File: src/rtl/button_conditioner.sv
// Multi-channel pushbutton conditioner: synchronise, debounce, press/release
// pulses and hold-to-repeat pulses. Channels are fully independent; only the
// clock and reset are shared.

module button_channel #(
    parameter int STABLE_CYCLES = 1_000_000,
    parameter int REPEAT_DELAY  = 12_500_000,
    parameter int REPEAT_PERIOD = 2_500_000,
    parameter int CNT_W         = 24
) (
    input  logic clk,
    input  logic rst_n,
    input  logic noisy,
    input  logic repeat_en,
    output logic clean,
    output logic press,
    output logic rel,
    output logic rpt
);
    localparam logic [CNT_W-1:0] D_LAST   = CNT_W'(STABLE_CYCLES - 1);
    localparam logic [CNT_W-1:0] DLY_LAST = CNT_W'(REPEAT_DELAY - 1);
    localparam logic [CNT_W-1:0] PER_LAST = CNT_W'(REPEAT_PERIOD - 1);

    typedef enum logic [1:0] {IDLE, DELAY, REPEAT} rstate_t;

    logic             s1, s2;
    logic [CNT_W-1:0] dcnt, rcnt, rcnt_nxt;
    rstate_t          state, state_nxt;
    logic             flip, rise, fall, tick;

    // clean flips on the sample that completes a full run of disagreement
    assign flip = (s2 != clean) && (dcnt == D_LAST);
    assign rise = flip && s2;
    assign fall = flip && !s2;

    // two-flop synchroniser for the asynchronous button level
    always_ff @(posedge clk or negedge rst_n) begin
        if (!rst_n) begin
            s1 <= 1'b0;
            s2 <= 1'b0;
        end else begin
            s1 <= noisy;
            s2 <= s1;
        end
    end

    // debounce: count consecutive disagreeing samples, any agreement restarts
    always_ff @(posedge clk or negedge rst_n) begin
        if (!rst_n) begin
            clean <= 1'b0;
            dcnt  <= '0;
        end else if (s2 != clean) begin
            if (dcnt == D_LAST) begin
                clean <= s2;
                dcnt  <= '0;
            end else begin
                dcnt <= dcnt + 1'b1;
            end
        end else begin
            dcnt <= '0;
        end
    end

    // registered pulses; press always yields a repeat pulse, timed ones only when enabled
    always_ff @(posedge clk or negedge rst_n) begin
        if (!rst_n) begin
            press <= 1'b0;
            rel   <= 1'b0;
            rpt   <= 1'b0;
        end else begin
            press <= rise;
            rel   <= fall;
            rpt   <= rise || tick;
        end
    end

    // repeat FSM state and counter
    always_ff @(posedge clk or negedge rst_n) begin
        if (!rst_n) begin
            state <= IDLE;
            rcnt  <= '0;
        end else begin
            state <= state_nxt;
            rcnt  <= rcnt_nxt;
        end
    end

    // repeat FSM next state: release or disable takes priority over a due repeat
    always_comb begin
        state_nxt = state;
        rcnt_nxt  = rcnt;
        tick      = 1'b0;
        if (fall || !repeat_en) begin
            state_nxt = IDLE;
            rcnt_nxt  = '0;
        end else begin
            unique case (state)
                IDLE: begin
                    // fresh press, or enable raised while already held
                    if (rise || clean) begin
                        state_nxt = DELAY;
                        rcnt_nxt  = '0;
                    end
                end
                DELAY: begin
                    if (rcnt == DLY_LAST) begin
                        tick      = 1'b1;
                        rcnt_nxt  = '0;
                        state_nxt = REPEAT;
                    end else begin
                        rcnt_nxt = rcnt + 1'b1;
                    end
                end
                REPEAT: begin
                    if (rcnt == PER_LAST) begin
                        tick     = 1'b1;
                        rcnt_nxt = '0;
                    end else begin
                        rcnt_nxt = rcnt + 1'b1;
                    end
                end
                default: begin
                    state_nxt = IDLE;
                    rcnt_nxt  = '0;
                end
            endcase
        end
    end
endmodule

module button_conditioner #(
    parameter int N_CH          = 5,
    parameter int STABLE_CYCLES = 1_000_000,
    parameter int REPEAT_DELAY  = 12_500_000,
    parameter int REPEAT_PERIOD = 2_500_000
) (
    input  logic            clk_in,
    input  logic            rst_n_in,
    input  logic [N_CH-1:0] noisy_in,
    input  logic [N_CH-1:0] repeat_en_in,
    output logic [N_CH-1:0] clean_out,
    output logic [N_CH-1:0] press_out,
    output logic [N_CH-1:0] release_out,
    output logic [N_CH-1:0] repeat_out
);
    localparam int MAX_SR = (STABLE_CYCLES > REPEAT_DELAY) ? STABLE_CYCLES : REPEAT_DELAY;
    localparam int MAX_C  = (MAX_SR > REPEAT_PERIOD) ? MAX_SR : REPEAT_PERIOD;
    localparam int CNT_W  = $clog2(MAX_C + 1);

    for (genvar c = 0; c < N_CH; c++) begin : g_ch
        button_channel #(
            .STABLE_CYCLES(STABLE_CYCLES),
            .REPEAT_DELAY (REPEAT_DELAY),
            .REPEAT_PERIOD(REPEAT_PERIOD),
            .CNT_W        (CNT_W)
        ) u_ch (
            .clk      (clk_in),
            .rst_n    (rst_n_in),
            .noisy    (noisy_in[c]),
            .repeat_en(repeat_en_in[c]),
            .clean    (clean_out[c]),
            .press    (press_out[c]),
            .rel      (release_out[c]),
            .rpt      (repeat_out[c])
        );
    end
endmodule

File: config.mk
export PLATFORM = sky130hd
export DESIGN_NAME = button_conditioner
export DESIGN_NICKNAME = d
export VERILOG_FILES = /design/src/rtl/button_conditioner.sv
export SDC_FILE = /design/constraint.sdc
export NUM_CORES = 1
export LEC_CHECK = 0
export ABC_AREA = 1
export CORE_MARGIN = 3
export CORE_UTILIZATION = 50
export CTS_CLUSTER_SIZE = 30
export DETAILED_ROUTE_END_ITERATION = 10
export MAX_ROUTING_LAYER = met4
export PLACE_DENSITY_LB_ADDON = 0.05
export SETUP_SLACK_MARGIN = 0.1
export SLEW_MARGIN = 20
export SYNTH_ARGS = -nofsm -noshare
export SYNTH_HDL_FRONTEND = slang
export SYNTH_HIERARCHICAL = 1
export SYNTH_SLANG_ARGS = --single-unit
File: constraint.sdc
create_clock -name clk_in -period 1.94 [get_ports clk_in]
set_input_delay 0.388 -clock clk_in [delete_from_list [all_inputs] [get_ports clk_in]]
set_output_delay 0.388 -clock clk_in [all_outputs]
set_load 0.05 [all_outputs]
==> results of run 1 <==
-- worst min path at each step --
stage / start / endpoint / cells after the start / slack (ns)
2_1_floorplan: rst_n_in / g_ch[0].u_ch/clean / 0 / 0.09
5_1_grt: noisy_in[3] / g_ch[3].u_ch/s1 / 1 / 0.27
6_report: noisy_in[0] / g_ch[0].u_ch/s1 / 1 / 0.28
3_3_place_gp: rst_n_in / g_ch[4].u_ch/dcnt[14] / 1 / 0.28
4_1_cts: noisy_in[0] / g_ch[0].u_ch/s1 / 1 / 0.25
3_5_place_dp: rst_n_in / g_ch[4].u_ch/dcnt[14] / 1 / 0.28
-- per-layer routing --
layer / global-route usage / up-vias / part of all wire
met1: 0.352 / 8897 / 0.47
li1: - / 9560 / -
met4: 0.0735 / 0 / 0.022
met2: 0.407 / 536 / 0.46
met5: - / - / 0
met3: 0.0358 / 93 / 0.056
-- where the power goes --
part | total, uW | switching [uW] | internal, uW
clock network | 7110 | 2650 | 4460
logic | 3260 | 2140 | 1120
registers | 6030 | 86.9 | 5940
-- per-stage QoR --
step / hold slack [ns] / power, uW
after detailed placement: 0.277 / 8970
after global placement: 0.275 / 8960
after floorplan: 0.0924 / 7920
after global routing: 0.274 / 17200
after CTS: 0.249 / 16300
final: 0.284 / 16400
-- registers in the layout, indices dropped and copies added, names as in the netlist --
register / count
g_ch.u_ch/rpt: 5
g_ch.u_ch/dcnt: 120
g_ch.u_ch/rcnt: 120
g_ch.u_ch/s1: 5
g_ch.u_ch/press: 5
g_ch.u_ch/rel: 5
g_ch.u_ch/state: 10
g_ch.u_ch/clean: 5
g_ch.u_ch/s2: 5
-- cell families after synthesis --
kind of cell / count (synthesis)
simple gates: 1818
buf+inv: 425
flops: 280
xor+xnor: 71
fa+ha+maj: 35
compound gates: 200
-- cell type report --
cell class | instances | share of cell area
repair inverters | 1 | 0.000324
repair buffers | 198 | 0.0760
multi-input cells | 2125 | 0.477
flip-flops and latches | 280 | 0.304
clock inverters | 17 | 0.0102
inverters | 362 | 0.0599
clock buffers | 46 | 0.0449
well taps | 511 | 0.0276
-- timing repair --
action                     4_1_cts  5_1_grt
hold buffers                     1        0
gates cloned                     1        6
setup buffers                    2       41
resized for setup               35      239
pin swaps                        5       53
hold endpoints to repair        25        0
setup endpoints to repair      106      197
-- cells in the final DEF (no fill, tap or decap), drive strengths merged, types with 3 or more instances in the layout --
master | netlist | routed
a211oi | 4 | 4
a21oi | 80 | 80
a31oi | 18 | 18
and2 | 3 | 3
and3 | 3 | 3
buf | 46 | 170
bufinv | 0 | 5
clkbuf | 17 | 50
clkdlybuf4s50 | 0 | 10
clkinv | 5 | 11
clkinvlp | 0 | 5
dfrtp | 280 | 280
dlygate4sd2 | 0 | 12
ha | 35 | 35
inv | 357 | 359
nand2 | 799 | 799
nand3 | 243 | 243
nand4 | 197 | 197
nor2 | 472 | 473
nor3 | 81 | 81
nor4 | 17 | 17
o211a | 4 | 4
o21a | 8 | 8
o21ai | 80 | 80
o21bai | 6 | 6
xnor2 | 11 | 11
xor2 | 60 | 60
==> run metrics, run 1 <==
run status finished clean; Worst R2R Setup Slack 0.14 ns; Syn Area/Cell 6.76 um^2; total global-route track usage 0.259; compound-cell area share of the yosys netlist 0.0587; Post-Syn Area 19,100 um^2; Yosys top cell by area dfrtp_1; Routed Wire Length roughly 53 mm; row count 71; initial DRC count about 1,300; dpl cells 3,428; top cells by count, synth nand2_1, nor2_1, inv_1; async set or reset register ratio after synthesis 1.00; largest family of logic cells by synthesized area simple AND/OR/NAND/NOR gates; # DRC 0; leakage power 0.0107 uW; Multi-input gate area between 10,000 and 15,000 um^2; RD Place Congestion between 0.9 and 1; CTS Buf Count 35; maximum VDD drop about 0.00073 V; min-delay worst type input port to register; Synth-to-Final Area Change 21.1%; Max-cap violations 0; CP max FO 7; Max Fclk around 0.56 GHz; Final nets 3,050; CP required 2.37 ns; Crit path max-delay family simple AND/OR/NAND/NOR gates; fillers 3,505; final worst slack approximately 0.14 ns; simple-gate share of the synthesized area 0.426; WP depth 12; top-area cell type share of the netlist area 0.366; Place WS -0.470 ns; Synth warnings 6; routed via count 19,100; Synth Register Bits 280; Worst Tran Pin Value 0.502 ns; # port buffers 31; Root Driver clkbuf_16; Synth Flop Type dfrtp_1; period utilization 0.926; xor/xnor share of the synthesized area 0.0325; Syn Nets around 2,900; Worst setup startpoint g_ch[4].u_ch/dcnt[7]; Crit Path Class register to register; Via density between 5 and 6; die area 40,600 um^2; Final Hold Viols 0; Tmin final 1.80 ns; Synth area leaders dfrtp_1, nand2_1, nor2_1; largest net degree at the start of global routing 61; RSZ-0062 raised after global routing true; Cells after Synth 2,829; placed cell areas 20,600 um^2; r2r endpoint g_ch[4].u_ch/rcnt[18]; slew margin rel. 0.667; clock-pin slew on the worst setup and hold paths 0.06 ns; initial antenna violation count 0; # IOs 32; DRT antenna net count 0; clk_skew around 0.019 ns; CTS tree built; Seq. cell area about 7000 um^2; PD cells 708 nW/um^2; crit-path cells nor2_1, nand3_2, nor2_2, nand3_2, nand2_4, buf_6, nor2_4, buf_12, nand2_8, inv_4, nand2_2, nand2_2; H-Tree Depth 2; register area share after synthesis 0.366; ant diodes 0; slowest CP cell dfrtp_2; CP bufs+invs 3; share of layout cells above drive strength 1 0.166; core area 37,700 um^2; Final setup viols 0; most frequent cell after synthesis nand2_1; Clock Tree Buf Depth 3; DR WL/cell 14.9 um; r2r startpoint g_ch[4].u_ch/dcnt[7]; vias in the first global route 18,000; count of cell types in the netlist 41; Initial Util 0.508; GRT overflow 0; Clk Latency, worst-skew pair 0.54 ns; Worst Path Arrival about 2.2 ns; Slew Limit Fails 0; slowest stage delay, CP between 0.4 and 0.5 ns; Crit. End Element register; first-pass GRT wire length 87.1 mm; mux contribution to synthesized area 0; Initial DRT Pass Iterations 6; post-route cell area 23,200 um^2; Critical Path End g_ch[4].u_ch/rcnt[18]; CP Launch Type register; number of flops mapped to enable cells by yosys 0; Util after Layout 0.615; Adder-Cell Fraction of Synth Area 0.0229; Die Width 202 um; fin cells 3,540; die height around 200 um; clock sink count 280; Post-DP HPWL 37.3 mm; Reg2Reg Depth 12; Fin Setup TNS 0 ns
No activity file was read; power rests on OpenSTA's default activity.
==> run 2: changes to the inputs <==
--- a/config.mk
+++ b/config.mk
@@ -6,7 +6,7 @@
 export NUM_CORES = 1
 export LEC_CHECK = 0
 export ABC_AREA = 1
-export CORE_MARGIN = 3
+export CORE_MARGIN = 2
 export CORE_UTILIZATION = 50
 export CTS_CLUSTER_SIZE = 30
 export DETAILED_ROUTE_END_ITERATION = 10
==> run 2 against run 1 <==
  * Worst hold slack got worse by 0.0047 ns
  * Cell count decreased by 0.65%
  * Combinational power increased by 8.6%
  * Sequential share of layout area increased by 0.25 points
  * Non-clock buffer count decreased by 21
  * Critical endpoint is now g_ch[4].u_ch/rcnt[23]
  * Largest power group unchanged
==> run metrics, run 2 (synthesis gave the netlist of run 1 again) <==
leakage power 0.0105 uW (was 0.0107 uW); total global-route track usage 0.277 (was 0.259); Critical Path End g_ch[4].u_ch/rcnt[23] (was g_ch[4].u_ch/rcnt[18]); CP Launch Type register (unchanged); slew margin rel. 0.659 (was 0.667); clock sink count 280 (unchanged); DR WL/cell 15.2 um (was 14.9 um); Tmin final 1.82 ns (was 1.80 ns); Clk Latency, worst-skew pair 0.54 ns (about the same); H-Tree Depth 2 (unchanged); fillers 3,561 (was 3,505); Worst R2R Setup Slack 0.12 ns (was 0.14 ns); Post-DP HPWL 38.2 mm (was 37.3 mm); Routed Wire Length 53.5 mm (was 52.6 mm); Seq. cell area 7030 um^2 (was 7050 um^2); Clock Tree Buf Depth 3 (unchanged); CTS Buf Count 36 (was 35); GRT overflow 0 (unchanged); WP depth 11 (was 12); # port buffers 31 (unchanged); Worst Tran Pin Value 0.513 ns (was 0.502 ns); Worst setup startpoint g_ch[4].u_ch/dcnt[0] (was g_ch[4].u_ch/dcnt[7]); Final nets 3,029 (was 3,050); largest net degree at the start of global routing 76 (was 61); r2r startpoint g_ch[4].u_ch/dcnt[0] (was g_ch[4].u_ch/dcnt[7]); CP required 2.36 ns (was 2.37 ns); Multi-input gate area 11,000 um^2 (about the same); slowest stage delay, CP 0.36 ns (was 0.45 ns); internal power 11,400 uW (was 11,500 uW); ant diodes 0 (unchanged); r2r endpoint g_ch[4].u_ch/rcnt[23] (was g_ch[4].u_ch/rcnt[18]); run status finished clean (unchanged); RSZ-0062 raised after global routing true (unchanged); Root Driver clkbuf_16 (unchanged); Pwr Total 16,300 uW (was 16,400 uW); maximum VDD drop 0.000799 V (was 0.000729 V); Via density 5.42 (was 5.39); DRT antenna net count 0 (unchanged); Gate power share 0.217 (was 0.199); switching power 4970 uW (was 4880 uW); PD cells 713 nW/um^2 (was 708 nW/um^2); vias in the first global route 17,800 (was 18,000); Max Fclk 0.548 GHz (was 0.557 GHz); min-delay worst type input port to register (unchanged); most frequent CP cell nand2_2; Clock power frac 0.414 (was 0.434); share of layout cells above drive strength 1 0.161 (was 0.166); initial DRC count 1,483 (was 1,329); die area 39,800 um^2 (was 40,600 um^2); initial antenna violation count 0 (unchanged); CP max FO 5 (was 7); switching share of total power 0.304 (was 0.297); first-pass GRT wire length 87.9 mm (was 87.1 mm); Initial Util 0.508 (unchanged); # IOs 32 (unchanged); Final setup viols 0 (unchanged); crit-path cells ha_2, nand2_2, inv_2, nand4_1, nor2_2, nand3_2, nand2_4, nor2_4, clkbuf_16, nand2_2, nand2_1 (was nor2_1, nand3_2, nor2_2, nand3_2, nand2_4, buf_6, nor2_4, buf_12, nand2_8, inv_4, nand2_2, nand2_2); row count 71 (unchanged); # DRC 0 (unchanged); Synth-to-Final Area Change 19.9% (was 21.1%); most frequent cells in the layout nand2_1, nor2_1, inv_1, dfrtp_1, nand3_1 (unchanged); Max-cap violations 0 (unchanged); Worst Path Arrival 2.25 ns (was 2.22 ns); Crit. End Element register (unchanged); most common cell after layout, fill and taps aside nand2_1 (unchanged); die height 200 um (was 202 um); Die Width 200 um (was 202 um); Fin Hold WS 0.280 ns (was 0.284 ns); Final Hold Viols 0 (unchanged); Util after Layout 0.609 (was 0.615); clock-pin slew on the worst setup and hold paths 0.06 ns (about the same); clk_skew 0.0270 ns (was 0.0186 ns); period utilization 0.940 (was 0.926); Reg2Reg Depth 11 (was 12); core area 37,700 um^2 (unchanged); CTS tree built (unchanged); slowest CP cell dfrtp_1 (was dfrtp_2); RD Place Congestion 0.966 (was 0.940); sequential power share 0.369 (was 0.367); CP bufs+invs 2 (was 3); Crit path max-delay family simple AND/OR/NAND/NOR gates (unchanged); routed via count 19,100 (about the same); Initial DRT Pass Iterations 5 (was 6); Crit Path Class register to register (unchanged); Slew Limit Fails 0 (unchanged); biggest regs g_ch.u_ch/dcnt: 120 flops, g_ch.u_ch/rcnt: 120 flops, g_ch.u_ch/state: 10 flops (unchanged)
[run 2: layout make-up]
cell class / count / area share
clock buffer: 50 / 0.0456
clock inverter: 12 / 0.00644
inverter: 362 / 0.0610
multi-input combinational: 2125 / 0.479
sequential: 280 / 0.307
tap: 511 / 0.0279
timing repair buffer: 177 / 0.0733
[run 2: per-layer routing]
| layer | vias to the layer above | track usage | wire (um) | share of wire |
|---|---|---|---|---|
| met4 | 0 | 0.0697 | 1050 | 0.020 |
| met1 | 8994 | 0.377 | 24900 | 0.47 |
| met5 | - | - | 0 | 0 |
| met2 | 465 | 0.439 | 25200 | 0.47 |
| met3 | 83 | 0.0343 | 2390 | 0.045 |
| li1 | 9515 | - | - | - |
[run 2: metrics by stage]
stage / setup WS [ns] / TNS, ns / cells / area [um^2]
after floorplan: 0.192 / 0 / 2829 / 19100
after global placement: 0.0572 / 0 / 3421 / 20600
after detailed placement: 0.0167 / 0 / 3421 / 20600
after CTS: 0.107 / 0 / 3485 / 21900
after global routing: -0.0129 / -0.0988 / 3517 / 22900
final: 0.116 / 0 / 3517 / 22900
[run 2: worst reg2reg max path, cell delays in order (launching register included)]
cell       delay (ns)
dfrtp_1          0.36
ha_2             0.20
nand2_2          0.05
inv_2            0.06
nand4_1          0.18
nor2_2           0.23
nand3_2          0.12
nand2_4          0.14
nor2_4           0.09
clkbuf_16        0.17
nand2_2          0.05
nand2_1          0.05
[run 2: what timing repair did]
action / CTS / global route
setup buffers: 1 / 25
pin swaps: 2 / 72
endpoints found under the setup margin: 59 / 200
hold endpoints to repair: 23 / 0
resized for setup: 28 / 254
gates cloned: 0 / 7
hold buffers: 1 / 0
[run 2: worst min-delay path by stage]
stage                      startpoint               endpoint  cells past startpoint
after floorplan              rst_n_in     g_ch[0].u_ch/clean                      0
after global placement       rst_n_in  g_ch[1].u_ch/rcnt[22]                      1
after detailed placement     rst_n_in  g_ch[1].u_ch/rcnt[23]                      1
after CTS                 noisy_in[3]        g_ch[3].u_ch/s1                      1
after global routing      noisy_in[0]        g_ch[0].u_ch/s1                      1
final                     noisy_in[3]        g_ch[3].u_ch/s1                      1
[run 2: power groups by stage]
stage | clock (uW) | combinational [uW] | sequential [uW]
2_1_floorplan | 0 | 1800 | 6120
3_3_place_gp | 0 | 2840 | 6120
3_5_place_dp | 0 | 2890 | 6130
4_1_cts | 6960 | 2940 | 6020
5_1_grt | 7210 | 3810 | 6040
6_report | 6770 | 3540 | 6030
==> run 3: changes to the inputs <==
--- a/config.mk
+++ b/config.mk
@@ -8,6 +8,7 @@
 export ABC_AREA = 1
 export CORE_MARGIN = 2
 export CORE_UTILIZATION = 50
+export CTS_CLUSTER_DIAMETER = 80
 export CTS_CLUSTER_SIZE = 30
 export DETAILED_ROUTE_END_ITERATION = 10
 export MAX_ROUTING_LAYER = met4
==> run 3 against run 2 <==
  * Via count decreased by 0.73%
  * Setup slack improved by 0.041 ns
  * Critical path depth fell by 10
  * Die area unchanged
  * Clock skew up 0.0087 ns
==> run metrics, run 3 (synthesis gave the netlist of run 1 again) <==
run status finished clean (unchanged); Critical Path End release_out[0] (was g_ch[4].u_ch/rcnt[23]); Final nets 3,014 (was 3,029); GRT overflow 0 (unchanged); Place WS 0.0167 ns (unchanged); CP bufs+invs 1 (was 2); Die Width 200 um (unchanged); Initial Util 0.508 (unchanged); first-pass GRT wire length 87.2 mm (was 87.9 mm); CTS tree built (unchanged); Reg2Reg Depth 11 (unchanged); H-Tree Depth 1 (was 2); vias in the first global route 17,600 (was 17,800); # DRC 0 (unchanged); Fin Hold WS 0.264 ns (was 0.280 ns); slew margin rel. 0.664 (was 0.659); die area 39,800 um^2 (unchanged); crit-path cells dlygate4sd2_1 (was ha_2, nand2_2, inv_2, nand4_1, nor2_2, nand3_2, nand2_4, nor2_4, clkbuf_16, nand2_2, nand2_1); Worst Tran Pin Value 0.507 ns (was 0.513 ns); slowest CP cell dlygate4sd2_1 (was dfrtp_1); Crit Path Class register to primary output (was register to register); maximum VDD drop 0.000884 V (was 0.000799 V); Crit. End Element primary output (was register); min-delay worst type input port to register (unchanged); r2r endpoint g_ch[4].u_ch/rcnt[3] (was g_ch[4].u_ch/rcnt[23]); biggest regs g_ch.u_ch/dcnt: 120 flops, g_ch.u_ch/rcnt: 120 flops, g_ch.u_ch/state: 10 flops (unchanged); Routed Wire Length 52.5 mm (was 53.5 mm); core area 37,700 um^2 (unchanged); clock sink count 280 (unchanged); CP max FO 1 (was 5); # IOs 32 (unchanged); Tmin final 1.78 ns (was 1.82 ns); Initial DRT Pass Iterations 5 (unchanged); Worst R2R Setup Slack 0.16 ns (was 0.12 ns); CP required 1.55 ns (was 2.36 ns); total global-route track usage 0.272 (was 0.277); clk_skew 0.0357 ns (was 0.0270 ns); Clk Latency, worst-skew pair 0.56 ns (was 0.54 ns); RSZ-0062 raised after global routing true (unchanged); Root Driver clkbuf_16 (unchanged); Final Hold Viols 0 (unchanged); # port buffers 31 (unchanged); Worst setup startpoint g_ch[0].u_ch/rel (was g_ch[4].u_ch/dcnt[0]); leakage power 0.0103 uW (was 0.0105 uW); initial antenna violation count 0 (unchanged); PD cells 642 nW/um^2 (was 713 nW/um^2); WP depth 1 (was 11); largest net degree at the start of global routing 76 (unchanged); DR WL/cell 15.0 um (was 15.2 um); DRT antenna net count 0 (unchanged); most frequent cells in the layout nand2_1, nor2_1, inv_1, dfrtp_1, nand3_1 (unchanged); CP Launch Type register (unchanged); Max-cap violations 0 (unchanged); Post-DP HPWL 38.2 mm (unchanged); Clock Tree Buf Depth 3 (unchanged); share of layout cells above drive strength 1 0.145 (was 0.161); most common cell after layout, fill and taps aside nand2_1 (unchanged); initial DRC count 1,428 (was 1,483); period utilization 0.919 (was 0.940); r2r startpoint g_ch[4].u_ch/dcnt[0] (unchanged); Worst Path Arrival 1.39 ns (was 2.25 ns); Final setup viols 0 (unchanged); Max Fclk 0.561 GHz (was 0.548 GHz); RD Place Congestion 0.966 (unchanged); CTS Buf Count 22 (was 36); Slew Limit Fails 0 (unchanged); Fin Setup TNS 0 ns (unchanged); Synth-to-Final Area Change 16.8% (was 19.9%); clock-pin slew on the worst setup and hold paths 0.08 ns (was 0.06 ns); Crit path max-delay family buffers and inverters (was simple AND/OR/NAND/NOR gates); ant diodes 0 (unchanged); final worst slack 0.157 ns (was 0.116 ns); slowest stage delay, CP 0.53 ns (was 0.36 ns); routed via count 18,900 (was 19,100); row count 71 (unchanged); die height 200 um (unchanged); Via density 5.42 (about the same)
[run 3: changes by cell type in the layout (fill, tap and decap cells not counted), moves of 7 or more]
cell	before	now
clkbuf_16	41	24
dlygate4sd2_1	10	3
nand2_1	721	753
nand2_2	57	27
[run 3: report_power, final]
group	switching [uW]	internal, uW	total, uW
sequential	85.0	5930	6010
clock	2500	2520	5020
combinational	2160	1160	3320
[run 3: what timing repair did]
item / 4_1_cts / 5_1_grt
endpoints found under the setup margin: 54 / 207
buffers inserted: 1 / 28
hold buffers: 1 / 0
endpoints found under the hold margin: 23 / 0
pin swaps: 3 / 51
gates cloned: 0 / 3
gates resized for setup: 29 / 206
[run 3: per-stage QoR]
stage | utilization | instances | cell area (um^2) | power [uW]
after floorplan | - | 2829 | 19100 | 7920
after global placement | 0.548 | 3421 | 20600 | 8960
after detailed placement | 0.548 | 3421 | 20600 | 9020
after CTS | 0.570 | 3462 | 21500 | 14100
after global routing | 0.593 | 3493 | 22400 | 15100
final | 0.593 | 3493 | 22400 | 14400
[run 3: worst min path at each step]
stage / start / to / slack (ns) / cells past startpoint
floorplan: rst_n_in / g_ch[0].u_ch/clean / 0.09 / 0
global placement: rst_n_in / g_ch[1].u_ch/rcnt[22] / 0.28 / 1
detailed placement: rst_n_in / g_ch[1].u_ch/rcnt[23] / 0.28 / 1
CTS: noisy_in[3] / g_ch[3].u_ch/s1 / 0.24 / 1
global route: noisy_in[3] / g_ch[3].u_ch/s1 / 0.25 / 1
finish: noisy_in[3] / g_ch[3].u_ch/s1 / 0.26 / 1
[run 3: final cells by class]
type | instances | area [um^2]
clock buffers | 27 | 611
multi-input cells | 2124 | 10900
repair buffers | 177 | 1630
inverters | 362 | 1390
flip-flops and latches | 280 | 7040
clock inverters | 12 | 175
fillers | 3607 | 15300
well taps | 511 | 639
[run 3: layer usage]
metal	track usage	share of wire	up-vias	routed length (um)
met4	0.0593	0.016	0	847
met2	0.434	0.47	469	24600
met3	0.0260	0.047	64	2470
li1	-	-	9471	-
met5	-	0	-	0
met1	0.377	0.47	8913	24600
